## src/rtl/seg_pkg.sv

```systemverilog
// Shared constants, digit array type, conversion FSM states and the
// double-dabble nibble adjust for the seg_scan display feeder.
package seg_pkg;

   localparam int NDIG    = 4;
   localparam int BCD_MAX = 9999;

   typedef logic [NDIG-1:0][3:0] bcd4_t;

   typedef enum logic [1:0] {
      IDLE  = 2'd0,
      SHIFT = 2'd1,
      DONE  = 2'd2
   } state_t;

   // +3 on every nibble in 5..9; each nibble is independent, no carries.
   function automatic bcd4_t dd_adjust(input bcd4_t b);
      bcd4_t r;
      for (int i = 0; i < NDIG; i++) begin
         if ((b[i] >= 4'd5) && (b[i] <= 4'd9)) begin
            r[i] = b[i] + 4'd3;
         end else begin
            r[i] = b[i];
         end
      end
      return r;
   endfunction

endpackage

```

## src/rtl/bin2bcd_seq.sv

```systemverilog
// Sequential double-dabble converter: saturates at 9999, runs one
// iteration per cycle and commits the BCD result to the display register.
module bin2bcd_seq
   import seg_pkg::*;
#(
   parameter int BIN_W = 14
) (
   input  logic             clk,
   input  logic             rst_n,
   input  logic [BIN_W-1:0] bin_i,
   input  logic             load_i,
   output logic             busy_o,
   output logic             ovf_o,
   output bcd4_t            disp_o
);

   localparam int                BCD_W = 4 * NDIG;
   localparam int                SR_W  = BCD_W + BIN_W;
   localparam logic [BIN_W-1:0]  CLIP  = BIN_W'(BCD_MAX);
   localparam logic [3:0]        LAST  = 4'(BIN_W - 1);

   state_t           state_q;
   logic [SR_W-1:0]  sr_q;
   logic [SR_W-1:0]  sr_d;
   logic [3:0]       cnt_q;
   logic             sat_q;
   logic             busy_q;
   logic             ovf_q;
   bcd4_t            disp_q;
   logic             sat_d;
   logic [BIN_W-1:0] clip_d;

   assign sat_d  = (32'(bin_i) > 32'(BCD_MAX));
   assign clip_d = sat_d ? CLIP : bin_i;
   assign sr_d   = {dd_adjust(sr_q[SR_W-1 -: BCD_W]), sr_q[BIN_W-1:0]} << 1;

   // Conversion FSM: capture on load, BIN_W shift iterations, then commit.
   always_ff @(posedge clk or negedge rst_n) begin
      if (!rst_n) begin
         state_q <= IDLE;
         sr_q    <= '0;
         cnt_q   <= 4'd0;
         sat_q   <= 1'b0;
         busy_q  <= 1'b0;
         ovf_q   <= 1'b0;
         disp_q  <= '0;
      end else begin
         case (state_q)
            IDLE: begin
               if (load_i) begin
                  sr_q    <= {{BCD_W{1'b0}}, clip_d};
                  sat_q   <= sat_d;
                  cnt_q   <= 4'd0;
                  busy_q  <= 1'b1;
                  state_q <= SHIFT;
               end
            end
            SHIFT: begin
               sr_q  <= sr_d;
               cnt_q <= cnt_q + 4'd1;
               if (cnt_q == LAST) begin
                  state_q <= DONE;
               end
            end
            DONE: begin
               disp_q  <= sr_q[SR_W-1 -: BCD_W];
               ovf_q   <= sat_q;
               busy_q  <= 1'b0;
               state_q <= IDLE;
            end
            default: begin
               busy_q  <= 1'b0;
               state_q <= IDLE;
            end
         endcase
      end
   end

   assign busy_o = busy_q;
   assign ovf_o  = ovf_q;
   assign disp_o = disp_q;

endmodule

```

## src/rtl/seg_scan.sv

```systemverilog
// 4-digit BCD display scanner feeding a single 7-segment decoder.
// Optional leading-zero blanking is enabled by defining SEG_LZB_EN.
module seg_scan
   import seg_pkg::*;
#(
   parameter int BIN_W    = 14,
   parameter int SCAN_DIV = 50000
) (
   input  logic             clk,
   input  logic             rst_n,
   input  logic [BIN_W-1:0] bin,
   input  logic             load,
   output logic             busy,
   output logic             ovf,
   output logic [3:0]       digit,
   output logic             seg_en,
   output logic [3:0]       dig_sel
);

   localparam int             PRE_W = (SCAN_DIV > 2) ? $clog2(SCAN_DIV) : 1;
   localparam logic [PRE_W-1:0] PRE_LAST = PRE_W'(SCAN_DIV - 1);

   bcd4_t            disp_s;
   logic [PRE_W-1:0] pre_q;
   logic [PRE_W-1:0] pre_d;
   logic [1:0]       idx_q;
   logic [1:0]       idx_d;
   logic [3:0]       digit_q;
   logic             seg_en_q;
   logic             seg_en_d;
   logic [3:0]       dig_sel_q;

   bin2bcd_seq #(.BIN_W(BIN_W)) u_conv (
      .clk    (clk),
      .rst_n  (rst_n),
      .bin_i  (bin),
      .load_i (load),
      .busy_o (busy),
      .ovf_o  (ovf),
      .disp_o (disp_s)
   );

   // Free-running prescaler; the digit index steps on its terminal count.
   always_comb begin
      pre_d = pre_q + {{(PRE_W-1){1'b0}}, 1'b1};
      idx_d = idx_q;
      if (pre_q == PRE_LAST) begin
         pre_d = '0;
         idx_d = idx_q + 2'd1;
      end else begin
         idx_d = idx_q;
      end
   end

`ifdef SEG_LZB_EN
   logic [1:0] msd_s;

   // Most-significant nonzero digit; digits above it are blanked.
   always_comb begin
      msd_s = 2'd0;
      for (int i = 1; i < NDIG; i++) begin
         if (disp_s[i] != 4'd0) begin
            msd_s = 2'(i);
         end else begin
            msd_s = msd_s;
         end
      end
      seg_en_d = (idx_d <= msd_s);
   end
`else
   assign seg_en_d = 1'b1;
`endif

   // Scan state and registered decoder/common outputs, aligned to idx_d.
   always_ff @(posedge clk or negedge rst_n) begin
      if (!rst_n) begin
         pre_q     <= '0;
         idx_q     <= 2'd0;
         digit_q   <= 4'd0;
         seg_en_q  <= 1'b0;
         dig_sel_q <= 4'b0001;
      end else begin
         pre_q     <= pre_d;
         idx_q     <= idx_d;
         digit_q   <= disp_s[idx_d];
         seg_en_q  <= seg_en_d;
         dig_sel_q <= 4'b0001 << idx_d;
      end
   end

   assign digit   = digit_q;
   assign seg_en  = seg_en_q;
   assign dig_sel = dig_sel_q;

endmodule

```

## config.mk

```make
export PLATFORM = sky130hd
export DESIGN_NAME = seg_scan
export DESIGN_NICKNAME = d
export VERILOG_FILES = /design/src/rtl/seg_pkg.sv /design/src/rtl/bin2bcd_seq.sv /design/src/rtl/seg_scan.sv
export SDC_FILE = /design/constraint.sdc
export NUM_CORES = 1
export LEC_CHECK = 0
export CORE_MARGIN = 3
export CORE_UTILIZATION = 50
export CTS_CLUSTER_SIZE = 14
export DETAILED_ROUTE_END_ITERATION = 8
export GPL_TIMING_DRIVEN = 0
export PLACE_DENSITY_LB_ADDON = 0.25
export SLEW_MARGIN = 10
export SYNTH_ARGS = -nofsm -noshare
export SYNTH_HDL_FRONTEND = slang
export SYNTH_SLANG_ARGS = --single-unit
```

## constraint.sdc

```tcl
create_clock -name clk -period 2.6 [get_ports clk]
set_input_delay 0.39 -clock clk [delete_from_list [all_inputs] [get_ports clk]]
set_output_delay 0.39 -clock clk [all_outputs]
set_load 0.005 [all_outputs]
```

==> impl_metrics.json, run 1 <==
{
  "slew_viol_final": 0,
  "core_area_mm2": 0.00777,
  "peakVddDrop_v": 0.000558,
  "io_pins": 28,
  "startpoint": "pre_q[4]$_DFF_PN0_",
  "clk_pin_slew_worst_paths_ns": 0.09,
  "die_h_um": 95.5,
  "antenna_cells": 0,
  "clk_latency_ns": 0.36,
  "dieArea_mm2": 0.00913,
  "cts_max_level": 3,
  "avgViaCountPerCell": 5.49,
  "dieWidth_um": 95.5,
  "firstDrtPassIters": 4,
  "wl_per_cell_um": 14.6,
  "critPathLaunchType": "flop",
  "grt_usage": 0.189,
  "r2r_start": "pre_q[4]$_DFF_PN0_",
  "drcViolationCount": 0,
  "async_reset_ff_frac": 1.00,
  "ant_nets": 0,
  "start_util": 0.516,
  "period_share": 0.887,
  "row_count": 32,
  "synthesis.nets": 413,
  "r2r_slack_ns": 0.29,
  "dp.cells": 515,
  "postSynthAreaPerCell_um2": 10.4,
  "p_per_area_mw_per_mm2": 1010,
  "wirelength_um": 7780,
  "fillers": 668,
  "cts.sink_count": 82,
  "netlist_instances": 385,
  "routed-via-count": 2920,
  "worstSetupEndpointType": "flop",
  "synth_top_area_frac": 0.506,
  "netlist_area_mm2": 0.00401,
  "slew_headroom": 0.504,
  "cts_tree": "done",
  "synthTopCellsByArea": "dfrtp_1, mux2_2, ha_1, a21oi_1, nand2_1",
  "fin_nets": 453,
  "worst_pin_slew_ns": 0.740,
  "p_leak_uw": 0.00210,
  "setup_viol": 0,
  "first_global_vias": 2928,
  "rsz0062_at_grt": "no",
  "synth_edf_count": 0,
  "crit_arrival_ns": 2.57,
  "required_ns": 2.86,
  "postCtsSetupBuffers": 0,
  "seqCellArea_mm2": 0.00205,
  "area_delta_synth_final_pct": 15.9,
  "status": "complete, no violations",
  "cts_root_buf": "clkbuf_8",
  "antenna_found_initial": 0,
  "synth.most_common_cell": "dfrtp_1",
  "min_period_ns": 2.31,
  "place_hpwl_um": 5550,
  "clock_path_buffers": 2,
  "cts_inserted_buffers": 9,
  "grt_start_max_net_pins": 58,
  "maxCapViolCount": 0,
  "finClkSkew_ns": 0.0108,
  "grt_pass1_wl_um": 13300,
  "hp-class": "primary input to asynchronous set/reset pin",
  "port_buffers": 27,
  "synth_common_cells": "dfrtp_1, nand2_1, nor2_1",
  "tns_ns": 0,
  "place_congestion": 0.878,
  "drt_iter0_markers": 120,
  "fin_util": 0.598,
  "ys_seq_elements": 82,
  "fin_cells": 532,
  "yosysWarnings": 0,
  "hold_violations": 0,
  "multi_input_area_mm2": 0.00177,
  "synth_flop_cell": "dfrtp_1",
  "fmax_mhz": 434,
  "drive_gt1_frac": 0.116,
  "synth_area_leader_cell": "dfrtp_1",
  "crit_fanout": 10,
  "critPathKind": "flop to flop",
  "ys_seq_area_frac": 0.512,
  "grt_overflow": 0,
  "netlist-cell-type-count": 55
}
timing repair:
item,in CTS,in global routing
gates resized for setup,0,0
hold buffers,1,0
hold endpoints to repair,24,0
per-stage QoR:
stage,total power (uW),hold slack (ns),cell area [um2],setup WS [ns]
5_1_grt,5060,0.515,4640,0.229
3_5_place_dp,3770,0.331,4430,0.0617
2_1_floorplan,3260,0.0944,4010,0.507
4_1_cts,4720,0.467,4640,0.298
6_report,4670,0.473,4640,0.293
3_3_place_gp,3680,0.462,4410,-1.82
power by group:
group	internal, uW	total, uW	leakage, uW	switching [uW]
registers	1710	2030	0.00102	319
logic	801	1710	0.000970	909
clock network	471	935	0.000103	464
total	2980	4670	0.00210	1690
worst max-delay path, stage by stage (launching register included):
cell      delay (ns)
dfrtp_1         0.44
or4b_4          0.56
nor4_4          0.40
buf_6           0.21
mux2_2          0.34
a211oi_1        0.25
path summary, 6_finish.rpt:
kind	to	cells past startpoint
worst min-delay path	dig_sel[2]$_DFF_PN0_	2
worst max register to register	digit[1]$_DFF_PN0_	5
worst min register to register	u_conv.sr_q[14]$_DFFE_PN0P_	2
min in group clk	u_conv.sr_q[14]$_DFFE_PN0P_	2
max in group asynchronous	u_conv.sr_q[12]$_DFFE_PN0P_	3
worst max-delay path	digit[1]$_DFF_PN0_	5
cell usage in the layout, fill, tap and decap left out, drive strengths merged, types with 4 or more instances in the layout:
cell type | synthesis | layout
a211oi | 4 | 4
o21ai | 22 | 22
ha | 11 | 11
clkdlybuf4s50 | 0 | 26
nand4 | 5 | 5
nand2 | 30 | 30
o211ai | 4 | 4
mux2i | 7 | 7
mux2 | 15 | 15
buf | 4 | 6
a22o | 6 | 6
a21oi | 22 | 22
nand2b | 7 | 7
nor2 | 28 | 28
inv | 22 | 23
a21o | 4 | 4
dfrtp | 81 | 81
o22ai | 8 | 8
nand3 | 18 | 18
xnor2 | 10 | 10
o31ai | 6 | 6
clkbuf | 14 | 24
nor3b | 5 | 5
xor2 | 10 | 10
nor3 | 10 | 10
sequential cells by signal, summed over array words and instances (netlist names):
| signal | count |
|---|---|
| u_conv.sr_q | 30 |
| dig_sel | 4 |
| u_conv.busy_o | 1 |
| pre_q | 16 |
| u_conv.disp_o | 16 |
| idx_q | 2 |
| digit | 4 |
| u_conv.sat_q | 1 |
| u_conv.cnt_q | 4 |
| seg_en | 1 |
| u_conv.state_q | 2 |
| u_conv.ovf_o | 1 |
area by class of cell:
type                            instances  share of cell area
Sequential cell                        82               0.442
Multi-Input combinational cell        263               0.382
Timing Repair Buffer                   29              0.0657
Clock buffer                           10              0.0296
Tap cell                              102              0.0275
Buffer                                 18              0.0216
Inverter                               22              0.0178
Clock inverter                          6              0.0140
layer usage:
layer	vias up	GRT usage	routed length, um
li1	1439	-	-
met1	1410	0.233	3570
met2	60	0.317	3770
met3	11	0.0442	326
met4	0	0.0770	112
met5	-	0	0
cells by family after synthesis:
| logic type | count (synthesis) | synth area share |
|---|---|---|
| flops | 82 | 0.512 |
| other cells | 1 | 0.000935 |
| compound gates | 87 | 0.139 |
| buf+inv | 40 | 0.0456 |
| fa+ha+maj | 11 | 0.0343 |
| mux | 22 | 0.0596 |
| simple gates | 122 | 0.163 |
| xor+xnor | 20 | 0.0456 |
Power figures use the tool's default switching activity.
==> run 2: changes to the inputs <==
--- a/config.mk
+++ b/config.mk
@@ -7,8 +7,8 @@
 export LEC_CHECK = 0
 export CORE_MARGIN = 3
 export CORE_UTILIZATION = 50
-export CTS_CLUSTER_SIZE = 14
 export DETAILED_ROUTE_END_ITERATION = 8
+export GPL_ROUTABILITY_DRIVEN = 0
 export GPL_TIMING_DRIVEN = 0
 export PLACE_DENSITY_LB_ADDON = 0.25
 export SLEW_MARGIN = 10
==> results of run 2 <==
Same layout as run 1: the final DEF is identical, and so are final timing and power.
==> run 3: changes to the inputs <==
--- a/config.mk
+++ b/config.mk
@@ -7,6 +7,8 @@
 export LEC_CHECK = 0
 export CORE_MARGIN = 3
 export CORE_UTILIZATION = 50
+export CTS_CLUSTER_DIAMETER = 30
+export CTS_CLUSTER_SIZE = 16
 export DETAILED_ROUTE_END_ITERATION = 8
 export GPL_ROUTABILITY_DRIVEN = 0
 export GPL_TIMING_DRIVEN = 0
==> results of run 3 <==
Same layout as run 1: the final DEF is identical, and so are final timing and power.
